<file path="src/rtl/prime_store_playback.sv">
// prime_store_playback
// Capture-and-replay buffer placed after the prime-number checker. While a ROM
// scan runs, every value flagged prime is stored in arrival order in a 2^N x M
// memory. Once the scan is done, the stored primes are stepped through on a
// slow tick, wrapping, to feed the seven-segment display mux.
//
// Optional build macro: PRIME_DEDUP_EN. When defined, a prime equal to the
// most recently stored entry is discarded during capture.
//
// Ports:
//   clk        in   system clock, rising edge
//   reset_n    in   asynchronous active-low reset
//   clr_buf    in   synchronous clear: empty the buffer and return to CAPTURE
//   wr_valid   in   one-cycle strobe: checker result available
//   wr_prime   in   checker PRIME flag, qualified by wr_valid
//   wr_data    in   [M-1:0] value that was tested, qualified by wr_valid
//   scan_done  in   level: the ROM scan is complete
//   tick       in   one-cycle playback advance strobe
//   disp_addr  out  [N-1:0] index of the entry being shown
//   disp_data  out  [M-1:0] stored prime at disp_addr (one cycle behind it)
//   disp_valid out  disp_data is meaningful (high while in PLAY)
//   count      out  [N:0] number of stored entries, 0..2^N
//   full       out  count == 2^N
//   overflow   out  sticky: a prime was dropped because the buffer was full
//   state      out  [1:0] 00 CAPTURE, 01 PLAY, 10 EMPTY
module prime_store_playback #(
    parameter int N = 4,
    parameter int M = 8
) (
    input  logic         clk,
    input  logic         reset_n,
    input  logic         clr_buf,
    input  logic         wr_valid,
    input  logic         wr_prime,
    input  logic [M-1:0] wr_data,
    input  logic         scan_done,
    input  logic         tick,
    output logic [N-1:0] disp_addr,
    output logic [M-1:0] disp_data,
    output logic         disp_valid,
    output logic [N:0]   count,
    output logic         full,
    output logic         overflow,
    output logic [1:0]   state
);

    typedef enum logic [1:0] {
        ST_CAPTURE = 2'b00,
        ST_PLAY    = 2'b01,
        ST_EMPTY   = 2'b10
    } state_t;

    localparam logic [N:0]   CAP_C      = {1'b1, {N{1'b0}}};
    localparam logic [N:0]   ONE_C      = {{N{1'b0}}, 1'b1};
    localparam logic [N:0]   CNT_ZERO_C = {(N+1){1'b0}};
    localparam logic [N-1:0] ADDR_ZERO_C = {N{1'b0}};
    localparam logic [N-1:0] ADDR_ONE_C = {{(N-1){1'b0}}, 1'b1};
    localparam logic [M-1:0] DATA_ZERO_C = {M{1'b0}};

    state_t         state_r;
    logic [N:0]     count_r;
    logic [N-1:0]   disp_addr_r;
    logic [M-1:0]   disp_data_r;
    logic           disp_valid_r;
    logic           full_r;
    logic           overflow_r;
    logic [M-1:0]   mem_r [2**N];

    logic           prime_s;
    logic           dup_s;
    logic           store_s;
    logic           drop_s;
    logic [N:0]     count_nxt_s;
    logic           wrap_s;

`ifdef PRIME_DEDUP_EN
    logic [M-1:0]   last_r;
    logic           last_vld_r;
`endif

    // Classify the incoming checker result and compute the post-write count
    always_comb begin
        prime_s = wr_valid && wr_prime && (state_r == ST_CAPTURE);
`ifdef PRIME_DEDUP_EN
        dup_s = last_vld_r && (wr_data == last_r);
`else
        dup_s = 1'b0;
`endif
        // A duplicate is discarded before the full check, so it never sets overflow
        store_s = prime_s && !dup_s && !full_r;
        drop_s  = prime_s && !dup_s && full_r;
        if (store_s) begin
            count_nxt_s = count_r + ONE_C;
        end else begin
            count_nxt_s = count_r;
        end
        wrap_s = ({1'b0, disp_addr_r} == (count_r - ONE_C));
    end

    // Storage array: written at the current fill level, contents never reset
    always_ff @(posedge clk) begin
        if (store_s && !clr_buf) begin
            mem_r[count_r[N-1:0]] <= wr_data;
        end
    end

`ifdef PRIME_DEDUP_EN
    // Remember the most recently stored value for duplicate suppression
    always_ff @(posedge clk or negedge reset_n) begin
        if (!reset_n) begin
            last_r     <= DATA_ZERO_C;
            last_vld_r <= 1'b0;
        end else if (clr_buf) begin
            last_r     <= DATA_ZERO_C;
            last_vld_r <= 1'b0;
        end else if (store_s) begin
            last_r     <= wr_data;
            last_vld_r <= 1'b1;
        end
    end
`endif

    // Control FSM, fill counter and registered display outputs
    always_ff @(posedge clk or negedge reset_n) begin
        if (!reset_n) begin
            state_r      <= ST_CAPTURE;
            count_r      <= CNT_ZERO_C;
            disp_addr_r  <= ADDR_ZERO_C;
            disp_data_r  <= DATA_ZERO_C;
            disp_valid_r <= 1'b0;
            full_r       <= 1'b0;
            overflow_r   <= 1'b0;
        end else if (clr_buf) begin
            state_r      <= ST_CAPTURE;
            count_r      <= CNT_ZERO_C;
            disp_addr_r  <= ADDR_ZERO_C;
            disp_data_r  <= DATA_ZERO_C;
            disp_valid_r <= 1'b0;
            full_r       <= 1'b0;
            overflow_r   <= 1'b0;
        end else begin
            // Synchronous read: data follows the address one cycle later,
            // and is forced to zero whenever we are not playing back
            disp_valid_r <= (state_r == ST_PLAY);
            if (state_r == ST_PLAY) begin
                disp_data_r <= mem_r[disp_addr_r];
            end else begin
                disp_data_r <= DATA_ZERO_C;
            end

            case (state_r)
                ST_CAPTURE: begin
                    count_r <= count_nxt_s;
                    full_r  <= (count_nxt_s == CAP_C);
                    if (drop_s) begin
                        overflow_r <= 1'b1;
                    end
                    // The transition sees the count including a same-cycle write
                    if (scan_done) begin
                        disp_addr_r <= ADDR_ZERO_C;
                        if (count_nxt_s != CNT_ZERO_C) begin
                            state_r <= ST_PLAY;
                        end else begin
                            state_r <= ST_EMPTY;
                        end
                    end
                end
                ST_PLAY: begin
                    if (tick) begin
                        if (wrap_s) begin
                            disp_addr_r <= ADDR_ZERO_C;
                        end else begin
                            disp_addr_r <= disp_addr_r + ADDR_ONE_C;
                        end
                    end
                end
                ST_EMPTY: begin
                    state_r <= ST_EMPTY;
                end
                default: begin
                    // Unreachable encoding: recover to a safe empty capture
                    state_r     <= ST_CAPTURE;
                    count_r     <= CNT_ZERO_C;
                    full_r      <= 1'b0;
                    disp_addr_r <= ADDR_ZERO_C;
                end
            endcase
        end
    end

    assign disp_addr  = disp_addr_r;
    assign disp_data  = disp_data_r;
    assign disp_valid = disp_valid_r;
    assign count      = count_r;
    assign full       = full_r;
    assign overflow   = overflow_r;
    assign state      = state_r;

endmodule

</file>
<file path="config.mk">
export PLATFORM = sky130hd
export DESIGN_NAME = prime_store_playback
export DESIGN_NICKNAME = d
export VERILOG_FILES = /design/src/rtl/prime_store_playback.sv
export SDC_FILE = /design/constraint.sdc
export NUM_CORES = 1
export LEC_CHECK = 0
export BUFFER_PORTS_ARGS = -buffer_cell sky130_fd_sc_hd__buf_2
export CAP_MARGIN = 30
export CORE_MARGIN = 3
export CORE_UTILIZATION = 40
export CTS_CLUSTER_DIAMETER = 30
export CTS_CLUSTER_SIZE = 16
export DETAILED_ROUTE_END_ITERATION = 6
export MAX_ROUTING_LAYER = met4
export PLACE_DENSITY = 0.65
export SYNTH_ARGS = -nofsm -noshare
export SYNTH_HDL_FRONTEND = slang
export SYNTH_SLANG_ARGS = --single-unit
</file>
<file path="constraint.sdc">
create_clock -name clk -period 2.2 [get_ports clk]
set_input_delay 0.33 -clock clk [delete_from_list [all_inputs] [get_ports clk]]
set_output_delay 0.33 -clock clk [all_outputs]
set_load 0.02 [all_outputs]
</file>
==> results.env, run 1 <==
IO_PINS=37
MAX_CLOCK_FREQ_GHz=0.500
CTS.ROOT.BUFFER_CELL='sky130_fd_sc_hd__clkbuf_16'
POST-ROUTE-DRC-COUNT=0
CLOCK-SKEW-FINAL_NS=0.00716
CPMAXSTAGEDELAYCELL='sky130_fd_sc_hd__dfrtp_1'
POSTSYNTHREGISTERBITS=150
GRT_PASS1_VIAS=3538
CLOCK_POWER_SHARE_PCT=42.4
POSTCTSSETUPREPAIRBUFS=0
NUMBER_OF_VIAS_AFTER_DETAILED_ROUTING=3295
GLOBALROUTETOTALUTIL_PCT=16.4
WORSTSETUPSTARTPOINTTYPE='register'
FINISH.CELL_COUNT_WITHOUT_FILLERS=634
HOLDCRITPATHCLASS='in -> reg'
SYNTH.AREA.MUX_SHARE_PCT=14.4
SYNTH_CELL_TYPES=52
FINALNETCOUNT=435
CTS_BUFFERS=17
TRITONCTS_CLOCK_TREE='done'
SETUP.WORST_PATH.START='state[0]$_DFFE_PN0P_'
CP.ARRIVAL_NS=2.13
SYNTH_TOP_FAMILY_BY_AREA='multiplexers'
WORSTREG2REGSTART='state[0]$_DFFE_PN0P_'
ANTENNA_LEFT=0
FINAL_CORE_UTILIZATION_PCT=48.9
COMB_POWER_SHARE_PCT=10.1
YS_DOMINANT_REG_CELL='sky130_fd_sc_hd__edfxtp_1'
PORT_BUFFERS=36
PEAKVDDDROP_uV=748
SEQPWRFRAC_PCT=47.5
FINAL-SETUP-VIOL-COUNT=0
WORST_PATH_DOMINANT_CELL_FAMILY='simple AND/OR/NAND/NOR gates'
ANTENNA_FOUND_INITIAL=0
CHIPHEIGHT_UM=131
CP_CELL_SEQUENCE='inv_1 > ha_1 > nand4b_2 > nor2_2 > nand2_1 > nor2_1 > buf_4'
SYNTH-WARNING-COUNT=0
INTERNAL-POWER_mW=5.16
SYNTHESIS.AREA_SQ_UM=6270
HTREE_LEVELS=4
FP.DIEW_UM=131
CP-END-KIND='register'
CTS_NUM_SINKS=150
POWER.NET_SWITCHING_mW=1.48
CLOCKBUFFERDEPTH=2
ROUTEDWLPERCELL_UM=20.6
CRIT_FANOUT=6
FINAL.FILL_COUNT=1268
WORST-PATH-BUF-INV=2
SIMPLE_GATE_AREA_SHARE_OF_THE_YOSYS_NETLIST_PCT=5.63
WORSTMARGINPINSLEW_NS=0.881
CLOCK_INSERTION_DELAY_WORST_SKEW_NS=0.41
PLACEDINSTANCEAREA_SQ_UM=6870
SYNTHARSTFLOPSHARE_PCT=14.7
FIN_HOLD_WS_NS=0.242
SYNTH_ENABLE_FLOP_CELLS=128
SYNTH_ADDER_AREA_SHARE_PCT=1.80
STARTING_DENSITY_PCT=41.1
SYNTHCELLS=337
SYN_TO_FINAL_GROWTH_PCT=18.9
FINALCRITICALPERIOD_NS=2.00
GRT_FIRST_PASS_WIRELENGTH_UM=20400
NUM_ROWS=45
ROUTE.DETAILED.VIAS_PER_INST=5.20
STATUS='finished, final reports clean'
LEAKAGE_DISSIPATION_nW=2.72
DRT-INITIAL-DRC-COUNT=311
FINALMAXSLEWVIOLATIONS=0
DRIVE_ABOVE_1_SHARE_PCT=35.0
NUMPLACEDINSTANCES=602
WORST_HOLD_STARTPOINT='wr_prime'
DRT-PASS1-ITER-COUNT=4
SYN_AREA_PER_CELL_SQ_UM=18.6
SLEW_HEADROOM_PCT=40.9
NUM_ANTENNA_CELLS=0
TNS_NS=0
CRITPATHREQUIREDTIME_NS=2.33
CRITPATHKIND='reg -> reg'
SW_FRAC_OF_TOTAL_PCT=22.2
YOSYSSEQAREASHARE_PCT=70.1
HOLD_VIOL=0
MAXCAPVIOLATIONS=0
GRT_SETUP_UNREPAIRED='no'
POWER_DENSITY_nW_PER_UM2=890
SYNTH_COMPOUND_AREA_SHARE_PCT=4.53
GRT_START_MAX_NET_PINS=38
CLK_PIN_SLEW_NS=0.06
SYNTH_XOR_AREA_SHARE_PCT=1.10
GLOBALROUTEOVERFLOWTOTAL=0
CRITICAL-PATH-MAX-STAGE-DELAY_NS=0.40
FIN_CRIT_SH_PCT=90.9
SYNTH_NETS=361
DIEAREA_SQ_UM=17200
DESIGN_AREA_SQ_UM=7460
WL_FINAL_UM=13100
CORE_AREA_SQ_UM=15300
HPWL_UM=8560
PLACE_CONGESTION=0.847
-- final cells by class --
cell class                      count  area (sq um)  share of cell area [%]
Clock buffer                       23           478                    6.41
Clock inverter                      8           101                    1.36
Inverter                            7          26.3                   0.352
Multi-Input combinational cell    164          1720                    23.1
Sequential cell                   150          4400                    58.9
Tap cell                          211           264                    3.54
Timing Repair Buffer               71           470                    6.31
-- synthesized netlist by cell type (3+ instances only) --
cell                       instances  area (sq um)
sky130_fd_sc_hd__nor2_1           24          90.1
sky130_fd_sc_hd__nand3_1           5          25.0
sky130_fd_sc_hd__nand3b_1          3          22.5
sky130_fd_sc_hd__mux4_2           32           721
sky130_fd_sc_hd__mux2i_1          17           170
sky130_fd_sc_hd__o21ai_1           3          15.0
sky130_fd_sc_hd__nand2b_1          6          37.5
sky130_fd_sc_hd__nand2_1          13          48.8
sky130_fd_sc_hd__a21oi_1           3          15.0
sky130_fd_sc_hd__buf_2             6          30.0
sky130_fd_sc_hd__nor2b_1           3          18.8
sky130_fd_sc_hd__edfxtp_1        128          3840
sky130_fd_sc_hd__dfrtp_1          22           551
sky130_fd_sc_hd__inv_1             5          18.8
sky130_fd_sc_hd__ha_1              9           113
sky130_fd_sc_hd__o22ai_1           9          56.3
sky130_fd_sc_hd__buf_6             6          67.6
sky130_fd_sc_hd__xor2_1            5          43.8
-- kinds of logic (layout without fill, tap and decap cells) --
family,Yosys count,after routing
AO/OA/AOI/OAI,31,31
XOR/XNOR,7,7
adder cells (fa/ha/maj),9,9
buffers and inverters,23,109
flip-flops,150,150
multiplexers,50,50
AND/OR/NAND/NOR,67,67
-- flip-flops by register name (all words and copies together) (netlist names) --
name / count
state: 2
mem_r: 128
count: 5
disp_addr: 4
disp_valid: 1
full: 1
overflow: 1
disp_data: 8
-- per-stage QoR --
stage | setup WS (ns) | power [mW]
after floorplan | 0.105 | 3.69
after global placement | 0.217 | 3.87
after detailed placement | 0.159 | 3.89
after CTS | 0.112 | 6.70
after global routing | 0.0573 | 6.89
final | 0.200 | 6.64
-- power groups by stage --
stage | logic, mW | registers (mW) | clock network, mW
after floorplan | 0.450 | 3.24 | 0
after global placement | 0.665 | 3.21 | 0
after detailed placement | 0.677 | 3.21 | 0
after CTS | 0.682 | 3.15 | 2.86
after global routing | 0.740 | 3.16 | 3.00
final | 0.673 | 3.15 | 2.81
-- layout by cell type (no fill, tap or decap), drive strengths merged, types with 2 or more instances in the layout --
cell,netlist,routed
edfxtp,128,128
buf,15,70
mux4,32,32
nor2,24,24
clkbuf,1,23
dfrtp,22,22
mux2i,17,17
nand2,15,15
o22ai,10,10
ha,9,9
nand2b,6,6
inv,6,6
xor2,5,5
nand3,5,5
clkinv,1,5
nor2b,3,3
nand3b,3,3
o21ai,3,3
a21oi,3,3
a31oi,3,3
o32ai,3,3
nor3,2,2
bufinv,0,2
clkinvlp,0,2
or2,2,2
xnor2,2,2
-- per-layer routing --
layer	track usage [%]	wire (um)	part of all wire (%)
met3	3.79	674	5.2
met2	25.9	6490	50
met4	6.13	218	1.7
met1	20.8	5680	43
met5	-	0	0
-- timing repair --
action                                  in CTS  in global routing
hold endpoints to repair                    22                  0
hold buffers                                 1                  0
resized for setup                            0                  1
endpoints found under the setup margin       0                 13
-- final timing paths --
kind | slack, ns | depth (start not counted) | to
min in group asynchronous | 0.45 | 2 | overflow$_DFFE_PN0P_
worst min-delay path | 0.24 | 3 | overflow$_DFFE_PN0P_
max in group asynchronous | 1.32 | 2 | disp_addr[0]$_DFFE_PN0P_
worst max register to register | 0.20 | 7 | mem_r[11][2]$_DFFE_PP_
worst max-delay path | 0.20 | 7 | mem_r[11][2]$_DFFE_PP_
worst min register to register | 0.51 | 2 | overflow$_DFFE_PN0P_
-- worst reg2reg max path, cell delays in order (launching register included) --
cell and delay (ns):
sky130_fd_sc_hd__dfrtp_1 0.40, sky130_fd_sc_hd__inv_1 0.11, sky130_fd_sc_hd__ha_1 0.19, sky130_fd_sc_hd__nand4b_2 0.20, sky130_fd_sc_hd__nor2_2 0.22, sky130_fd_sc_hd__nand2_1 0.16, sky130_fd_sc_hd__nor2_1 0.24, sky130_fd_sc_hd__buf_4 0.20
No activity file was read; power rests on OpenSTA's default activity.
==> run 2: changes to the inputs <==
REMOVE_ABC_BUFFERS = 1   (was not set)
==> run 2 against run 1 <==
Effect of this change:
- combinational power barely moved
- highest routed layer unchanged
- clock power is 13% lower
- critical path depth rose by 1
- critical path type unchanged
- utilization fell by 0.48 points
- flip-flop and latch count stayed put
- largest cell class unchanged
- sequential share of layout area up 0.59 points
- critical endpoint is now disp_addr[2]$_DFFE_PN0P_
==> results.env, run 2 (synthesis results as in run 1) <==
CRITPATHKIND='reg -> reg'
FP.DIEW_UM=131  # unchanged
WORST-PATH-BUF-INV=2  # unchanged
ROUTE.DETAILED.VIAS_PER_INST=5.20  # about the same
CORE_AREA_SQ_UM=15300  # unchanged
WL_FINAL_UM=12600  # -3.4%
IO_PINS=37  # unchanged
COMB_POWER_SHARE_PCT=10.7  # +0.6 points
CRITICAL-PATH-MAX-STAGE-DELAY_NS=0.53  # +0.13 ns
DRT-PASS1-ITER-COUNT=4  # unchanged
CHIPHEIGHT_UM=131  # unchanged
STATUS='finished, final reports clean'
PORT_BUFFERS=36  # unchanged
HPWL_UM=8590  # +0.36%
DRIVE_ABOVE_1_SHARE_PCT=34.5  # -0.47 points
CTS.ROOT.BUFFER_CELL='sky130_fd_sc_hd__clkbuf_16'
POWER_DENSITY_nW_PER_UM2=849  # -4.6%
PLACE_WORST_SETUP_SLACK_NS=0.237  # +0.0780 ns
SEQPWRFRAC_PCT=50.4  # +2.9 points
LARGEST_REGISTER_FFS=128  # unchanged
MAX_CLOCK_FREQ_GHz=0.504  # +0.73%
STARTING_DENSITY_PCT=41.1  # unchanged
DRT-INITIAL-DRC-COUNT=324  # +4.2%
HOLDCRITPATHCLASS='in -> reg'
GRT_UTIL_MET2_PCT=24.2  # -1.7 points
SW_FRAC_OF_TOTAL_PCT=23.3  # +1.1 points
NUMBER_OF_VIAS_AFTER_DETAILED_ROUTING=3296  # +0.030%
CP_CELL_SEQUENCE='inv_1 > ha_1 > buf_4 > nand2b_1 > a31oi_1 > nor3b_1 > nand3_1 > o311ai_2'
MAXCAPVIOLATIONS=0  # unchanged
CPMAXSTAGEDELAYCELL='sky130_fd_sc_hd__a31oi_1'
WORST_PATH_DOMINANT_CELL_FAMILY='compound AO/OA/AOI/OAI gates'
HTREE_LEVELS=4  # unchanged
FINAL-SETUP-VIOL-COUNT=0  # unchanged
CTS_BUFFERS=17  # unchanged
POSTCTSSETUPREPAIRBUFS=0  # unchanged
ANTENNA_LEFT=0  # unchanged
GRTUSAGEMET1_PCT=21.6  # +0.73 points
GLOBALROUTEOVERFLOWTOTAL=0  # unchanged
ANTENNA_FOUND_INITIAL=0  # unchanged
WORSTSETUPSTARTPOINTTYPE='register'
CLOCK-SKEW-FINAL_NS=0.00590  # -0.00127 ns
DESIGN_AREA_SQ_UM=7380  # -0.99%
CLOCK_INSERTION_DELAY_WORST_SKEW_NS=0.42  # about the same
GRT_START_MAX_NET_PINS=38  # unchanged
CLK_PIN_SLEW_NS=0.06  # about the same
LEADING_CELL_TYPES_IN_THE_LAYOUT_FILL_AND_TAPS_EXCLUDED='sky130_fd_sc_hd__edfxtp_1 (128), sky130_fd_sc_hd__buf_2 (36), sky130_fd_sc_hd__mux4_2 (32)'
FINALCRITICALPERIOD_NS=1.99  # -0.0144 ns
CLOCK_POWER_SHARE_PCT=38.9  # -3.5 points
CP-END-KIND='register'
SLEW_HEADROOM_PCT=41.5  # +0.57 points
FIN_TOTAL_PWR_mW=6.27  # -5.6%
SYN_TO_FINAL_GROWTH_PCT=17.7
FIN_CRIT_SH_PCT=90.3  # -0.65 points
WORSTMARGINPINSLEW_NS=0.873  # -0.00854 ns
FINALMAXSLEWVIOLATIONS=0  # unchanged
GRT_PASS1_VIAS=3478  # -1.7%
NUM_ANTENNA_CELLS=0  # unchanged
GRT_SETUP_UNREPAIRED='no'
GR-MAX-USAGE-LAYER='met2'
POWER.NET_SWITCHING_mW=1.46  # -0.88%
MOST_COMMON_LIBRARY_CELL_IN_THE_LAYOUT_IGNORING_FILL_AND_TAPS='sky130_fd_sc_hd__edfxtp_1'
GRT_UTIL_MET3_PCT=3.98  # +0.19 points
LEAKAGE_DISSIPATION_nW=2.70  # -0.94%
POST_CTS_RESIZED=0  # unchanged
DIEAREA_SQ_UM=17200  # unchanged
POST-ROUTE-DRC-COUNT=0  # unchanged
FINAL.SETUP.WORST_SLACK_NS=0.214  # +0.0144 ns
FINALNETCOUNT=435  # unchanged
CRITPATHREQUIREDTIME_NS=2.49  # +0.16 ns
HOLD_VIOL=0  # unchanged
CP.ARRIVAL_NS=2.27  # +0.14 ns
NUM_ROWS=45  # unchanged
PEAKVDDDROP_uV=718  # -4.0%
FINAL_CORE_UTILIZATION_PCT=48.4  # -0.48 points
TRITONCTS_CLOCK_TREE='done'
GRT_FIRST_PASS_WIRELENGTH_UM=20100  # -1.4%
PLACEDINSTANCEAREA_SQ_UM=6880  # +0.18%
CRIT_FANOUT=9  # +3
PLACE_CONGESTION=0.785  # -7.4%
CLOCKBUFFERDEPTH=2  # unchanged
ROUTEDWLPERCELL_UM=19.9  # -3.4%
GLOBALROUTETOTALUTIL_PCT=16.1  # -0.29 points
INTERNAL-POWER_mW=4.81  # -6.9%
CTS_NUM_SINKS=150  # unchanged
==> run 2: cell count changes in the layout (fill, tap and decap cells not counted), sizes merged <==
cell and delta:
bufinv -2, clkbuf -6, clkinv +9, clkinvlp -1
==> run 2: worst min-delay path: cells and delay by family <==
family | cells | cell delay [ns]
AO/OA/AOI/OAI | 1 | 0.09
buffers and inverters | 1 | 0.11
AND/OR/NAND/NOR | 1 | 0.08
==> run 2: path summary, 6_finish.rpt <==
check | from | end | slack, ns | depth (start not counted)
max reg2reg | state[0]$_DFFE_PN0P_ | disp_addr[2]$_DFFE_PN0P_ | 0.21 | 8
min | wr_prime | overflow$_DFFE_PN0P_ | 0.23 | 3
min reg2reg | overflow$_DFFE_PN0P_ | overflow$_DFFE_PN0P_ | 0.51 | 2
max in group asynchronous | reset_n | disp_addr[0]$_DFFE_PN0P_ | 1.31 | 2
min in group asynchronous | reset_n | disp_data[6]$_DFF_PN0_ | 0.46 | 2
max | state[0]$_DFFE_PN0P_ | disp_addr[2]$_DFFE_PN0P_ | 0.21 | 8
==> run 2: timing repair <==
action                                 CTS  global route
hold buffers                             1             0
endpoints found under the hold margin   22             0
setup endpoints to repair                0             0
==> run 2: per-stage QoR <==
stage | TNS (ns) | cells | hold slack [ns]
finish | 0 | 634 | 0.233
CTS | 0 | 634 | 0.220
floorplan | -3.93 | 321 | 0.0344
global route | 0 | 634 | 0.254
global placement | 0 | 602 | 0.378
detailed placement | 0 | 602 | 0.381
==> run 2: power by group through the flow <==
| stage | logic, mW | registers, mW | clock network, mW |
|---|---|---|---|
| finish | 0.670 | 3.16 | 2.44 |
| global route | 0.732 | 3.16 | 2.64 |
| CTS | 0.675 | 3.16 | 2.50 |
| detailed placement | 0.673 | 3.22 | 0 |
| global placement | 0.657 | 3.22 | 0 |
| floorplan | 0.384 | 3.27 | 0 |
==> run 2: layout make-up <==
type / instances / area, sq um
Clock buffer: 17 / 425
Clock inverter: 14 / 70.1
Fill cell: 1288 / 7870
Inverter: 7 / 26.3
Multi-Input combinational cell: 164 / 1720
Sequential cell: 150 / 4400
Tap cell: 211 / 264
Timing Repair Buffer: 71 / 483
==> run 2: per-layer routing <==
metal  vias to the layer above  routed length (um)
met1                      1701                5600
li1                       1486                   -
met5                         -                   0
met3                        19                 728
met2                        90                6110
met4                         0                 176
==> run 3: changes to the inputs <==
CORE_UTILIZATION = 48   (was 40)
PLACE_DENSITY = 0.74   (was 0.65)
==> run 3 against run 2 <==
Effect of this change:
- flip-flop and latch count unchanged
- critical endpoint is now mem_r[15][1]$_DFFE_PP_
- first-iteration DRC count shrank 27%
- power grew 16%
- largest power group is now the clock network
- maximum frequency grew 3.6%
- routed wire length increased by 2.1%
- combinational power up 2%
- design area increased by 1.4%
- register-to-register slack improved by 0.07 ns
- critical path type unchanged
- largest cell class unchanged
- clock skew is 0.0036 ns higher
==> results.env, run 3 (synthesis results as in run 1) <==
WL_FINAL_UM=12900  # +2.1%
LEAKAGE_DISSIPATION_nW=2.76  # +2.3%
NUM_ROWS=41  # -8.9%
HOLD_VIOL=0  # unchanged
SLEW_HEADROOM_PCT=64.2  # +23 points
SW_FRAC_OF_TOTAL_PCT=20.8  # -2.5 points
IO_PINS=37  # unchanged
CHIPHEIGHT_UM=120  # -8.3%
CRIT_FANOUT=8  # -1
GRT_START_MAX_NET_PINS=38  # unchanged
CTS_BUFFERS=17  # unchanged
FINAL.SETUP.WORST_SLACK_NS=0.283  # +0.0687 ns
MAX_CLOCK_FREQ_GHz=0.522  # +3.6%
FIN_CRIT_SH_PCT=87.2  # -3.1 points
REG2REG_SETUP_SLACK_NS=0.28  # +0.07 ns
HTREE_LEVELS=4  # unchanged
ANTENNA_LEFT=0  # unchanged
CLOCK_POWER_SHARE_PCT=47.3  # +8.4 points
CP-END-KIND='register'
CORE_AREA_SQ_UM=12700  # -17%
SETUP.WORST_PATH.START='state[0]$_DFFE_PN0P_'
FINALMAXSLEWVIOLATIONS=0  # unchanged
POST-ROUTE-DRC-COUNT=0  # unchanged
CTS.ROOT.BUFFER_CELL='sky130_fd_sc_hd__clkbuf_16'
LARGEST_REGISTER_FFS=128  # unchanged
TRITONCTS_CLOCK_TREE='done'
GRT_PASS1_VIAS=3394  # -2.4%
TNS_NS=0  # unchanged
WORST_R2R_ENDPOINT='mem_r[15][1]$_DFFE_PP_'
PLACE_WORST_SETUP_SLACK_NS=0.232  # -0.00472 ns
WORST_HOLD_STARTPOINT='wr_prime'
MAXCAPVIOLATIONS=0  # unchanged
PLACE_CONGESTION=0.808  # +2.9%
DRT-PASS1-ITER-COUNT=4  # unchanged
LEADING_CELL_TYPES_IN_THE_LAYOUT_FILL_AND_TAPS_EXCLUDED='sky130_fd_sc_hd__edfxtp_1 (128), sky130_fd_sc_hd__buf_2 (36), sky130_fd_sc_hd__mux4_2 (32)'
MOST_COMMON_LIBRARY_CELL_IN_THE_LAYOUT_IGNORING_FILL_AND_TAPS='sky130_fd_sc_hd__edfxtp_1'
STATUS='finished, final reports clean'
PORT_BUFFERS=36  # unchanged
FP.DIEW_UM=120  # -8.3%
DRIVE_ABOVE_1_SHARE_PCT=34.7  # +0.17 points
FINAL-SETUP-VIOL-COUNT=0  # unchanged
ROUTE.DETAILED.VIAS_PER_INST=5.51  # +5.9%
GLOBALROUTETOTALUTIL_PCT=20.0  # +3.9 points
GRT_SETUP_UNREPAIRED='no'
FIN_HOLD_WS_NS=0.234  # +0.000237 ns
CLK_PIN_SLEW_NS=0.06  # about the same
ROUTEDWLPERCELL_UM=21.8  # +9.7%
CLOCK-SKEW-FINAL_NS=0.00948  # +0.00359 ns
DESIGN_AREA_SQ_UM=7490  # +1.4%
FINALNETCOUNT=429  # -1.4%
POSTCTSSETUPREPAIRBUFS=0  # unchanged
WORSTMARGINPINSLEW_NS=0.537  # -0.336 ns
PEAKVDDDROP_uV=620  # -14%
CRITPATHREQUIREDTIME_NS=2.33  # -0.16 ns
CP_CELL_SEQUENCE='inv_1 > ha_1 > nand4b_2 > nor2_2 > nand2_1 > nor2_1 > buf_4'
CTS_NUM_SINKS=150  # unchanged
NUM_ANTENNA_CELLS=0  # unchanged
CRITICAL_PATH_DESTINATION='mem_r[15][1]$_DFFE_PP_'
WORSTREG2REGSTART='state[0]$_DFFE_PN0P_'
DRT-INITIAL-DRC-COUNT=238  # -27%
CRITPATHKIND='reg -> reg'
SYN_TO_FINAL_GROWTH_PCT=19.4
HOLDCRITPATHCLASS='in -> reg'
CLOCK_INSERTION_DELAY_WORST_SKEW_NS=0.42  # about the same
PLACEDINSTANCEAREA_SQ_UM=6770  # -1.5%
ANTENNA_FOUND_INITIAL=0  # unchanged
HPWL_UM=8190  # -4.8%
COMB_POWER_SHARE_PCT=9.4  # -1.3 points
DIEAREA_SQ_UM=14500  # -16%
FINALCRITICALPERIOD_NS=1.92  # -0.0687 ns
CRITICAL-PATH-MAX-STAGE-DELAY_NS=0.40  # -0.13 ns
SEQPWRFRAC_PCT=43.3  # -7.1 points
WORSTSETUPSTARTPOINTTYPE='register'
GLOBALROUTEOVERFLOWTOTAL=0  # unchanged
REG2REGPATHDEPTH=7  # -1
INTERNAL-POWER_mW=5.76  # +20%
POWER_DENSITY_nW_PER_UM2=972  # +14%
NUMBER_OF_VIAS_AFTER_DETAILED_ROUTING=3248  # -1.5%
GRT_FIRST_PASS_WIRELENGTH_UM=20200  # +0.52%
FIN_TOTAL_PWR_mW=7.28  # +16%
CPMAXSTAGEDELAYCELL='sky130_fd_sc_hd__dfrtp_1'
CLOCKBUFFERDEPTH=2  # unchanged
POWER.NET_SWITCHING_mW=1.52  # +3.6%
CP.ARRIVAL_NS=2.05  # -0.22 ns
STARTING_DENSITY_PCT=49.3  # +8.2 points
## run 3: changes by cell type in the layout (fill, tap and decap cells not counted), sizes merged
cell / before / now
clkbuf: 17 / 18
clkinvlp: 1 / 0
inv: 6 / 8
buf: 70 / 64
clkinv: 14 / 5
bufinv: 0 / 8
## run 3: worst max-delay path, delay by kind of cell, from the launching register on
kind                     cells  cell delay (ns)
adder cells (fa/ha/maj)      1             0.20
flip-flops                   1             0.40
buffers and inverters        2             0.31
AND/OR/NAND/NOR              4             0.71
## run 3: final cells by class
cell class	instances	area, sq um
inverters	7	26.3
clock buffers	18	429
flip-flops and latches	150	4400
fillers	981	5230
clock inverters	14	277
well taps	172	215
repair buffers	65	425
multi-input cells	164	1720
## run 3: power groups by stage
stage	clock network [mW]	registers [mW]	logic, mW
5_1_grt	3.62	3.15	0.751
4_1_cts	3.49	3.15	0.688
3_5_place_dp	0	3.21	0.681
3_3_place_gp	0	3.20	0.666
2_1_floorplan	0	3.27	0.384
6_report	3.44	3.15	0.686
## run 3: routing by layer
layer  global-route usage [%]  up-vias  part of all wire, %  routed length (um)
met4                     7.37        0                  2.1                 270
met2                     31.5       73                   51                6610
met1                     25.4     1679                   42                5450
met3                     5.10       17                  4.3                 548
met5                        -        -                    0                   0
li1                         -     1479                    -                   -
## run 3: repair_timing
| item | in CTS | in global routing |
|---|---|---|
| gates resized for setup | 0 | 1 |
| endpoints found under the setup margin | 0 | 53 |
| hold buffers | 1 | 0 |
| endpoints found under the hold margin | 22 | 0 |
## run 3: metrics by stage
stage	cells	util, %
after CTS	590	58.9
after global placement	557	53.2
after detailed placement	557	53.2
after global routing	590	58.9
after floorplan	321	-
final	590	58.9
## run 3: how the worst min path moves through the flow
stage | depth (start not counted) | endpoint | slack, ns
after floorplan | 0 | count[0]$_DFFE_PN0P_ | 0.03
after global placement | 1 | overflow$_DFFE_PN0P_ | 0.34
after detailed placement | 1 | overflow$_DFFE_PN0P_ | 0.34
after CTS | 3 | overflow$_DFFE_PN0P_ | 0.22
after global routing | 2 | count[2]$_DFFE_PN0P_ | 0.27
final | 3 | overflow$_DFFE_PN0P_ | 0.23
